==> config.mk <==
export PLATFORM = sky130hd
export DESIGN_NAME = multdiv_seq
export DESIGN_NICKNAME = d
export VERILOG_FILES = /design/src/rtl/multdiv_pkg.sv /design/src/rtl/multdiv_seq_div_step.sv /design/src/rtl/multdiv_seq.sv
export SDC_FILE = /design/constraint.sdc
export NUM_CORES = 1
export LEC_CHECK = 0
export BUFFER_PORTS_ARGS = -buffer_cell sky130_fd_sc_hd__buf_2
export CAP_MARGIN = 20
export CORE_ASPECT_RATIO = 1.25
export CORE_UTILIZATION = 50
export DETAILED_ROUTE_END_ITERATION = 7
export HOLD_SLACK_MARGIN = 0.03
export PLACE_DENSITY = 0.74
export SYNTH_ARGS = -nofsm -noshare
export SYNTH_HDL_FRONTEND = slang
export SYNTH_SLANG_ARGS = --single-unit
==> constraint.sdc <==
create_clock -name clock -period 9.9 [get_ports clock]
set_clock_uncertainty 0.2 [all_clocks]
set_input_delay 0.99 -clock clock [delete_from_list [all_inputs] [get_ports clock]]
set_output_delay 0.99 -clock clock [all_outputs]
set_load 0.05 [all_outputs]
==> src/rtl/multdiv_pkg.sv <==
// Shared definitions for the iterative multiply/divide unit: state encoding,
// default widths and the signed corner-case constants.
package multdiv_pkg;

    localparam int DATA_W = 32;
    localparam int CNT_W  = 6;

    localparam logic [31:0] INT_MIN = 32'h8000_0000;
    localparam logic [31:0] NEG_ONE = 32'hFFFF_FFFF;

    typedef enum logic [1:0] {
        IDLE = 2'b00,
        MULT = 2'b01,
        DIV  = 2'b10,
        DONE = 2'b11
    } state_e;

endpackage

==> src/rtl/multdiv_seq_div_step.sv <==
// One restoring-division iteration: shift the next dividend bit into the
// partial remainder and subtract the divisor when it fits.
module div_step #(
    parameter int W = 32
) (
    input  logic [W-1:0] rem_i,
    input  logic         bit_i,
    input  logic [W-1:0] divisor_i,
    output logic [W-1:0] rem_o,
    output logic         q_o
);

    logic [W:0] shifted;
    logic [W:0] diff;

    assign shifted = {rem_i, bit_i};
    assign diff    = shifted - {1'b0, divisor_i};
    assign q_o     = (shifted >= {1'b0, divisor_i});
    assign rem_o   = q_o ? diff[W-1:0] : shifted[W-1:0];

endmodule

==> src/rtl/multdiv_seq.sv <==
// Iterative signed multiply/divide, DATA_W cycles per operation plus a DONE
// strobe cycle. Define MULTDIV_ZERO_EARLY_EN to finish zero-operand cases early.
module multdiv_seq #(
    parameter int DATA_W = multdiv_pkg::DATA_W,
    parameter int CNT_W  = multdiv_pkg::CNT_W
) (
    input  logic              clock,
    input  logic              reset,
    input  logic [DATA_W-1:0] data_operandA,
    input  logic [DATA_W-1:0] data_operandB,
    input  logic              ctrl_MULT,
    input  logic              ctrl_DIV,
    output logic [DATA_W-1:0] data_result,
    output logic              data_exception,
    output logic              data_resultRDY,
    output logic              busy,
    output logic [1:0]        dbg_state_o
);
    import multdiv_pkg::*;

    // Handshake: a start is taken in IDLE when exactly one of ctrl_MULT/ctrl_DIV
    // is high; data_resultRDY is a one-cycle strobe, result/exception held after.
    state_e              state_q, state_d;
    logic [CNT_W-1:0]    cnt_q, cnt_d;
    logic [DATA_W-1:0]   a_q, a_d;
    logic [DATA_W-1:0]   acc_q, acc_d;
    logic [DATA_W-1:0]   shr_q, shr_d;
    logic                neg_q, neg_d;
    logic                dz_q, dz_d;
    logic                ovf_q, ovf_d;
    logic [DATA_W-1:0]   result_q, result_d;
    logic                exc_q, exc_d;

    logic                start_mult, start_div, last_iter;
    logic [DATA_W-1:0]   mag_a, mag_b;
    logic [DATA_W:0]     sum;
    logic [DATA_W-1:0]   mult_hi, mult_lo;
    logic [2*DATA_W-1:0] prod_s;
    logic [DATA_W-1:0]   rem_n, div_quo, quo_s;
    logic                q_n;

    assign start_mult = ctrl_MULT & ~ctrl_DIV;
    assign start_div  = ctrl_DIV & ~ctrl_MULT;
    assign last_iter  = (cnt_q == CNT_W'(DATA_W - 1));
    assign mag_a      = data_operandA[DATA_W-1] ? -data_operandA : data_operandA;
    assign mag_b      = data_operandB[DATA_W-1] ? -data_operandB : data_operandB;

    // Multiply: acc holds the running high half, shr the multiplier/low half.
    assign sum     = {1'b0, acc_q} + (shr_q[0] ? {1'b0, a_q} : '0);
    assign mult_hi = sum[DATA_W:1];
    assign mult_lo = {sum[0], shr_q[DATA_W-1:1]};
    assign prod_s  = neg_q ? -{mult_hi, mult_lo} : {mult_hi, mult_lo};

    // Divide: acc is the partial remainder, shr shifts dividend out, quotient in.
    div_step #(.W(DATA_W)) u_div_step (
        .rem_i     (acc_q),
        .bit_i     (shr_q[DATA_W-1]),
        .divisor_i (a_q),
        .rem_o     (rem_n),
        .q_o       (q_n)
    );
    assign div_quo = {shr_q[DATA_W-2:0], q_n};
    assign quo_s   = neg_q ? -div_quo : div_quo;

    always_comb begin
        state_d  = state_q;
        cnt_d    = cnt_q;
        a_d      = a_q;
        acc_d    = acc_q;
        shr_d    = shr_q;
        neg_d    = neg_q;
        dz_d     = dz_q;
        ovf_d    = ovf_q;
        result_d = result_q;
        exc_d    = exc_q;
        case (state_q)
            IDLE: begin
                if (start_mult || start_div) begin
                    a_d      = start_mult ? mag_a : mag_b;
                    shr_d    = start_mult ? mag_b : mag_a;
                    acc_d    = '0;
                    cnt_d    = '0;
                    neg_d    = data_operandA[DATA_W-1] ^ data_operandB[DATA_W-1];
                    dz_d     = start_div && (data_operandB == '0);
                    ovf_d    = start_div && (data_operandA == INT_MIN) &&
                               (data_operandB == NEG_ONE);
                    result_d = '0;
                    exc_d    = 1'b0;
                    state_d  = start_mult ? MULT : DIV;
`ifdef MULTDIV_ZERO_EARLY_EN
                    if ((start_mult && (data_operandA == '0 || data_operandB == '0)) ||
                        (start_div && (data_operandA == '0 || data_operandB == '0))) begin
                        exc_d   = start_div && (data_operandB == '0);
                        state_d = DONE;
                    end
`endif
                end
            end
            MULT: begin
                acc_d = mult_hi;
                shr_d = mult_lo;
                cnt_d = cnt_q + 1'b1;
                if (last_iter) begin
                    cnt_d    = '0;
                    state_d  = DONE;
                    result_d = prod_s[DATA_W-1:0];
                    exc_d    = !((&prod_s[2*DATA_W-1:DATA_W-1]) ||
                                 (~|prod_s[2*DATA_W-1:DATA_W-1]));
                end
            end
            DIV: begin
                acc_d = rem_n;
                shr_d = div_quo;
                cnt_d = cnt_q + 1'b1;
                if (last_iter) begin
                    cnt_d    = '0;
                    state_d  = DONE;
                    result_d = dz_q ? '0 : quo_s;
                    exc_d    = dz_q | ovf_q;
                end
            end
            default: state_d = IDLE;
        endcase
    end

    always_ff @(posedge clock or negedge reset) begin
        if (!reset) begin
            state_q  <= IDLE;
            cnt_q    <= '0;
            a_q      <= '0;
            acc_q    <= '0;
            shr_q    <= '0;
            neg_q    <= 1'b0;
            dz_q     <= 1'b0;
            ovf_q    <= 1'b0;
            result_q <= '0;
            exc_q    <= 1'b0;
        end else begin
            state_q  <= state_d;
            cnt_q    <= cnt_d;
            a_q      <= a_d;
            acc_q    <= acc_d;
            shr_q    <= shr_d;
            neg_q    <= neg_d;
            dz_q     <= dz_d;
            ovf_q    <= ovf_d;
            result_q <= result_d;
            exc_q    <= exc_d;
        end
    end

    assign data_result    = result_q;
    assign data_exception = exc_q;
    assign data_resultRDY = (state_q == DONE);
    assign busy           = (state_q != IDLE);
    assign dbg_state_o    = state_q;

endmodule
==> impl_metrics.json, run 1 <==
{
  "setup_viol": 0,
  "cts_made_buffers": 17,
  "power_leakage_nw": 7.02,
  "fp.dieArea_sq_um": 30800,
  "ys_top_cells_by_count": "sky130_fd_sc_hd__nand2_1, sky130_fd_sc_hd__o21ai_0, sky130_fd_sc_hd__nor2_1",
  "critPathKind": "flip-flop to flip-flop",
  "antenna_cells": 0,
  "synth_top_family_by_area": "compound AO/OA/AOI/OAI gates",
  "grt.busiest_layer": "met2",
  "clkSinkCount": 140,
  "htree_num_levels": 4,
  "io_pins": 105,
  "insertion_delay_ps": 440,
  "finalSetupTns_ps": 0,
  "ctsRootBufferMaster": "sky130_fd_sc_hd__clkbuf_16",
  "total_power_consumption_of_the_routed_design_mw": 6.23,
  "period_needed_ps": 6680,
  "synth.ff_latch_count": 140,
  "worst-path-max-fanout": 17,
  "syn_area_per_cell_sq_um": 7.39,
  "min_path_type": "flip-flop to flip-flop",
  "drt_pre_antenna_iters": 8,
  "maxClockFrequency_mhz": 150,
  "met1_track_usage_gr": 0.429,
  "cpPeakStageDelay_ps": 800,
  "critPathCaptureType": "flip-flop",
  "yosysTopAreaCell": "sky130_fd_sc_hd__dfrtp_1",
  "mappedNetlistNets": 2181,
  "fraction_of_the_yosys_area_taken_by_sequential_cells": 0.233,
  "timing.critical_path.arrival_ps": 6810,
  "worst_setup_hold_path_clk_slew_ps": 70,
  "timing_max_transition_violations_final": 0,
  "power_density_of_the_placed_cells_nw_per_um2": 384,
  "final_antenna_net_count": 0,
  "grt_max_degree": 126,
  "grt_pass1_vias": 14836,
  "postLayoutCellArea_sq_um": 16200,
  "timing.critical_path.cells": "clkinv_1, nor2_1, ha_1, a211o_1, a2111oi_0, o211a_1, nor3_1, nor4_1, xnor2_1, or4b_2, or2_2, o41ai_1, xor2_1, or4_1, o211a_1",
  "initial_utilization": 0.511,
  "wl_per_cell_um": 21.6,
  "floorplan.core_area_sq_um": 29400,
  "fin_ws_ps": 3220,
  "max_cap_viol_count": 0,
  "floorplan.die.width_um": 157,
  "cts.repair.resized": 0,
  "post_layout_nonfiller_instances": 2440,
  "dpl-instance-area_sq_um": 15700,
  "synthMuxAreaShare": 0.0221,
  "dr_total_vias": 15831,
  "setup.worst_path.start_class": "flip-flop",
  "worst_path_max_delay_cell": "sky130_fd_sc_hd__a2111oi_0",
  "nFillCells": 2833,
  "drt_iter0_drc": 1716,
  "drt_drc_violations_left": 0,
  "gp_routability_congestion": 0.963,
  "dp_cells": 2408,
  "dominantRegCellSynth": "sky130_fd_sc_hd__dfrtp_1",
  "utilization": 0.552,
  "gr-usage-met3": 0.0479,
  "synth_area_leaders": "sky130_fd_sc_hd__dfrtp_1, sky130_fd_sc_hd__o21ai_0, sky130_fd_sc_hd__ha_1, sky130_fd_sc_hd__xnor2_1, sky130_fd_sc_hd__nand2_1",
  "synthesis.instances": 2034,
  "synth_compound_area_frac": 0.306,
  "antenna_found_initial": 0,
  "dp_slack_ps": 3400,
  "routed_wirelength_um": 52600,
  "grtUsageMet2": 0.581,
  "height_of_the_die_um": 196,
  "synth_fa_ha_area_frac": 0.0667,
  "layout_worst_path_cycle_share": 0.675,
  "run_status": "finished, final reports clean",
  "detail_route.vias_per_cell": 6.49,
  "fraction_of_layout_cells_with_a_size_suffix_above_1": 0.0993,
  "finalNetCount": 2179,
  "cts_hold_fix_bufs": 0,
  "synth.yosys.warnings": 0,
  "synth_top_cell_area_share": 0.233,
  "max-clock-path-buffers": 2,
  "globalRouteTotalUtil": 0.348,
  "synthDistinctLibCells": 80,
  "async_reset_ff_frac": 1.00,
  "globalRoute.totalOverflow": 0,
  "syn_area_sq_um": 15000,
  "grt_first_pass_wirelength_um": 82600,
  "synth_enable_flop_cells": 0,
  "buffer_ports.inserted": 104,
  "timing.critical_path.required_ps": 10030,
  "post_cts_buffers": 0,
  "area_delta_synth_final_pct": 7.96,
  "worst_slew_margin_rel": 0.307,
  "cts_tree": "done",
  "crit_top_cell": "sky130_fd_sc_hd__o211a_1",
  "fin_hold_ws_ps": 276,
  "rows": 70,
  "tightest_slew_ps": 1040,
  "synthXorXnorAreaFrac": 0.100,
  "hold_violations": 0,
  "placed_wire_length_estimate_um": 39500,
  "synth-simple-area-share": 0.217,
  "power.ir.vdd_worst_mv": 0.446,
  "grt_setup_unrepaired": "false"
}
==> cell type report <==
class,count,area (sq um),area share
multi-input combinational,1680,10700,0.661
sequential,140,3500,0.216
timing repair buffer,124,689,0.0425
tap,396,495,0.0305
clock buffer,19,443,0.0273
inverter,69,259,0.0160
clock inverter,12,114,0.00701
==> worst max-delay path, delay by kind of cell, from the launching register on <==
family	cells	cell delay [ps]
AO/OA/AOI/OAI	5	2200
XOR/XNOR	2	420
adder cells (fa/ha/maj)	1	310
buffers and inverters	1	590
flip-flops	1	720
AND/OR/NAND/NOR	6	2130
==> sequential cells by signal, summed over array words and instances, names as in the netlist <==
signal,count
a_q,32
acc_q,32
data_result,32
shr_q,32
cnt_q,6
dbg_state_o,2
data_exception,1
dz_q,1
neg_q,1
ovf_q,1
==> cell families after synthesis <==
| group | after synthesis |
|---|---|
| xor gates and xnor gates | 172 |
| DFF | 140 |
| AOI/OAI and AO/OA | 715 |
| and+or+nand+nor | 683 |
| muxes | 31 |
| buffers and inverters | 214 |
| adders and majority gates | 79 |
==> placed cells by master (no fill, tap or decap), types with 13 or more instances in the layout <==
| cell type | n |
|---|---|
| sky130_fd_sc_hd__buf_2 | 103 |
| sky130_fd_sc_hd__a22oi_1 | 38 |
| sky130_fd_sc_hd__nand2_1 | 225 |
| sky130_fd_sc_hd__ha_1 | 74 |
| sky130_fd_sc_hd__a31oi_1 | 13 |
| sky130_fd_sc_hd__nand4_1 | 23 |
| sky130_fd_sc_hd__o41ai_1 | 16 |
| sky130_fd_sc_hd__mux2_2 | 17 |
| sky130_fd_sc_hd__o31ai_1 | 41 |
| sky130_fd_sc_hd__o21a_1 | 16 |
| sky130_fd_sc_hd__inv_1 | 66 |
| sky130_fd_sc_hd__o21ai_0 | 226 |
| sky130_fd_sc_hd__or3_1 | 24 |
| sky130_fd_sc_hd__nand2b_1 | 16 |
| sky130_fd_sc_hd__or4_1 | 21 |
| sky130_fd_sc_hd__a211oi_1 | 13 |
| sky130_fd_sc_hd__mux2i_1 | 14 |
| sky130_fd_sc_hd__nand3_1 | 34 |
| sky130_fd_sc_hd__or2_2 | 14 |
| sky130_fd_sc_hd__nor2_1 | 190 |
| sky130_fd_sc_hd__clkbuf_16 | 17 |
| sky130_fd_sc_hd__dfrtp_1 | 139 |
| sky130_fd_sc_hd__a21oi_1 | 165 |
| sky130_fd_sc_hd__buf_4 | 19 |
| sky130_fd_sc_hd__o221ai_1 | 20 |
| sky130_fd_sc_hd__nor2b_1 | 16 |
| sky130_fd_sc_hd__and2_1 | 13 |
| sky130_fd_sc_hd__a221o_1 | 31 |
| sky130_fd_sc_hd__xnor2_1 | 100 |
| sky130_fd_sc_hd__nor3_1 | 44 |
| sky130_fd_sc_hd__nor4_1 | 16 |
| sky130_fd_sc_hd__xor2_1 | 72 |
| sky130_fd_sc_hd__a21o_1 | 37 |
==> worst paths after layout <==
path	slack, ps	to	startpoint	cells after the start
setup / recovery	3220	data_exception	shr_q[0]	15
hold / removal	280	a_q[2]	a_q[2]	2
setup reg to reg	3220	data_exception	shr_q[0]	15
hold reg to reg	280	a_q[2]	a_q[2]	2
max in group asynchronous	7820	acc_q[24]	reset	2
min in group asynchronous	420	a_q[6]	reset	1
==> report_power, final <==
group | switching (mW) | total (mW) | internal, mW
Clock | 0.270 | 0.622 | 0.352
Combinational | 2.80 | 4.40 | 1.59
Sequential | 0.401 | 1.21 | 0.807
Total | 3.48 | 6.23 | 2.75
==> routing by layer <==
metal,share of wire,up-vias
li1,-,7459
met1,0.39,7513
met2,0.48,720
met3,0.070,139
met4,0.059,0
met5,0,-
No activity file was read; power rests on OpenSTA's default activity.
==> run 2, diff against run 1 <==
Settings changed: PLACE_DENSITY 0.74 to 0.77.
Clock period 9.9 ns to 5.8 ns, I/O delays scaled along.
==> impl_metrics.json, run 2 (synthesized netlist as in run 1, its figures left out) <==
{
  "antenna_cells": 0,
  "layout.cells.most_common": "sky130_fd_sc_hd__o21ai_0",
  "grt.busiest_layer": "met2",
  "post_layout_nonfiller_instances": 2495,
  "grt_first_pass_wirelength_um": 83700,
  "drt_pre_antenna_iters": 7,
  "maxClockFrequency_mhz": 181,
  "power_density_of_the_placed_cells_nw_per_um2": 663,
  "dpl-instance-area_sq_um": 16100,
  "timing.critical_path.required_ps": 5940,
  "run_status": "finished, final reports clean",
  "globalRoute.totalOverflow": 0,
  "area_delta_synth_final_pct": 11.4,
  "worst-path-max-fanout": 8,
  "initial_utilization": 0.511,
  "grt_max_degree": 126,
  "floorplan.core_area_sq_um": 29400,
  "finalNetCount": 2233,
  "setup.worst_path.start_class": "flip-flop",
  "max_cap_viol_count": 0,
  "drt_drc_violations_left": 0,
  "cts_hold_fix_bufs": 0,
  "grt_setup_unrepaired": "false",
  "cts_made_buffers": 17,
  "met1_track_usage_gr": 0.421,
  "grt_pass1_vias": 15108,
  "period_needed_ps": 5540,
  "rows": 70,
  "timing.critical_path.arrival_ps": 5680,
  "layout_worst_path_cycle_share": 0.955,
  "floorplan.die.width_um": 157,
  "cts_tree": "done",
  "power_leakage_nw": 7.34,
  "routed_wirelength_um": 54000,
  "postLayoutCellArea_sq_um": 16700,
  "critPathKind": "flip-flop to flip-flop",
  "gr-usage-met3": 0.0482,
  "timing_max_transition_violations_final": 0,
  "insertion_delay_ps": 450,
  "io_pins": 105,
  "power.ir.vdd_worst_mv": 0.682,
  "dp_cells": 2461,
  "drt_iter0_drc": 1586,
  "setup_viol": 0,
  "dp_slack_ps": 347,
  "hold_violations": 0,
  "final_antenna_net_count": 0,
  "finalSetupTns_ps": 0,
  "critPathCaptureType": "flip-flop",
  "dr_total_vias": 16102,
  "post_cts_buffers": 0,
  "antenna_found_initial": 1,
  "htree_num_levels": 4,
  "commonest_cells_after_routing_fill_and_taps_aside": "sky130_fd_sc_hd__o21ai_0, sky130_fd_sc_hd__nand2_1, sky130_fd_sc_hd__nor2_1, sky130_fd_sc_hd__a21oi_1, sky130_fd_sc_hd__dfrtp_1",
  "clkSinkCount": 140,
  "detail_route.vias_per_cell": 6.45,
  "cts.repair.resized": 0,
  "height_of_the_die_um": 196,
  "fraction_of_layout_cells_with_a_size_suffix_above_1": 0.125,
  "placed_wire_length_estimate_um": 41000,
  "wl_per_cell_um": 21.6,
  "worst_setup_hold_path_clk_slew_ps": 70,
  "worst_slew_margin_rel": 0.321,
  "fin_ws_ps": 260,
  "max-clock-path-buffers": 2,
  "ctsRootBufferMaster": "sky130_fd_sc_hd__clkbuf_16",
  "globalRouteTotalUtil": 0.356,
  "min_path_type": "input pin to asynchronous set/reset pin",
  "buffer_ports.inserted": 104,
  "gp_routability_congestion": 0.973,
  "tightest_slew_ps": 1020,
  "fp.dieArea_sq_um": 30800,
  "grtUsageMet2": 0.593
}
[run 2: cell types whose count changed in the layout (fill, tap and decap cells not counted), sizes merged]
cell,change
buf,+54
bufinv,+2
clkinvlp,-2
inv,+1
[run 2: critical path, stage by stage, from the launching register on]
cell,delay (ps)
sky130_fd_sc_hd__dfrtp_1,400
sky130_fd_sc_hd__and2_1,170
sky130_fd_sc_hd__ha_1,240
sky130_fd_sc_hd__fa_1,450
sky130_fd_sc_hd__a211o_1,360
sky130_fd_sc_hd__a211o_1,340
sky130_fd_sc_hd__a31oi_1,200
sky130_fd_sc_hd__o221ai_1,150
sky130_fd_sc_hd__buf_4,190
sky130_fd_sc_hd__or4b_1,640
sky130_fd_sc_hd__buf_4,220
sky130_fd_sc_hd__o31ai_1,250
sky130_fd_sc_hd__xor2_1,110
sky130_fd_sc_hd__nor4_1,380
sky130_fd_sc_hd__nand4b_1,220
sky130_fd_sc_hd__or4_1,450
sky130_fd_sc_hd__nor4_1,210
sky130_fd_sc_hd__nand4_1,120
sky130_fd_sc_hd__o211a_1,140
[run 2: per-stage QoR]
step | utilization | hold WS (ps) | total power, mW
2_1_floorplan | - | 84.4 | 7.37
3_3_place_gp | 0.545 | 261 | 9.53
3_5_place_dp | 0.545 | 271 | 9.65
4_1_cts | 0.567 | 57.8 | 10.9
5_1_grt | 0.569 | 97.8 | 11.8
6_report | 0.569 | 22.6 | 11.1
[run 2: worst paths after layout]
| check | slack (ps) | endpoint | startpoint | cells past startpoint |
|---|---|---|---|---|
| max reg2reg | 260 | data_exception | a_q[0] | 18 |
| max | 260 | data_exception | a_q[0] | 18 |
| min reg2reg | 280 | ovf_q | ovf_q | 2 |
| min in group clock | 280 | ovf_q | ovf_q | 2 |
| max in group asynchronous | 4140 | acc_q[26] | reset | 2 |
| min | 20 | a_q[9] | reset | 1 |
[run 2: where the power goes]
| part | leakage [nW] | switching [mW] | total (mW) | internal, mW |
|---|---|---|---|---|
| combinational | 5.22 | 5.01 | 7.98 | 2.96 |
| clock | 0.303 | 0.483 | 1.19 | 0.709 |
| sequential | 1.82 | 0.550 | 1.93 | 1.38 |
[run 2: metal layers]
metal	wire, um	up-vias	part of all wire
li1	-	7552	-
met1	20400	7552	0.38
met2	25600	791	0.47
met3	3800	207	0.070
met4	4180	0	0.077
met5	0	-	0
[run 2: area by class of cell]
class,count,area [sq um]
Tap cell,396,495
Fill cell,2820,12700
Sequential cell,140,3500
Inverter,69,259
Clock buffer,19,453
Multi-Input combinational cell,1680,10800
Timing Repair Buffer,178,1090
Clock inverter,13,178
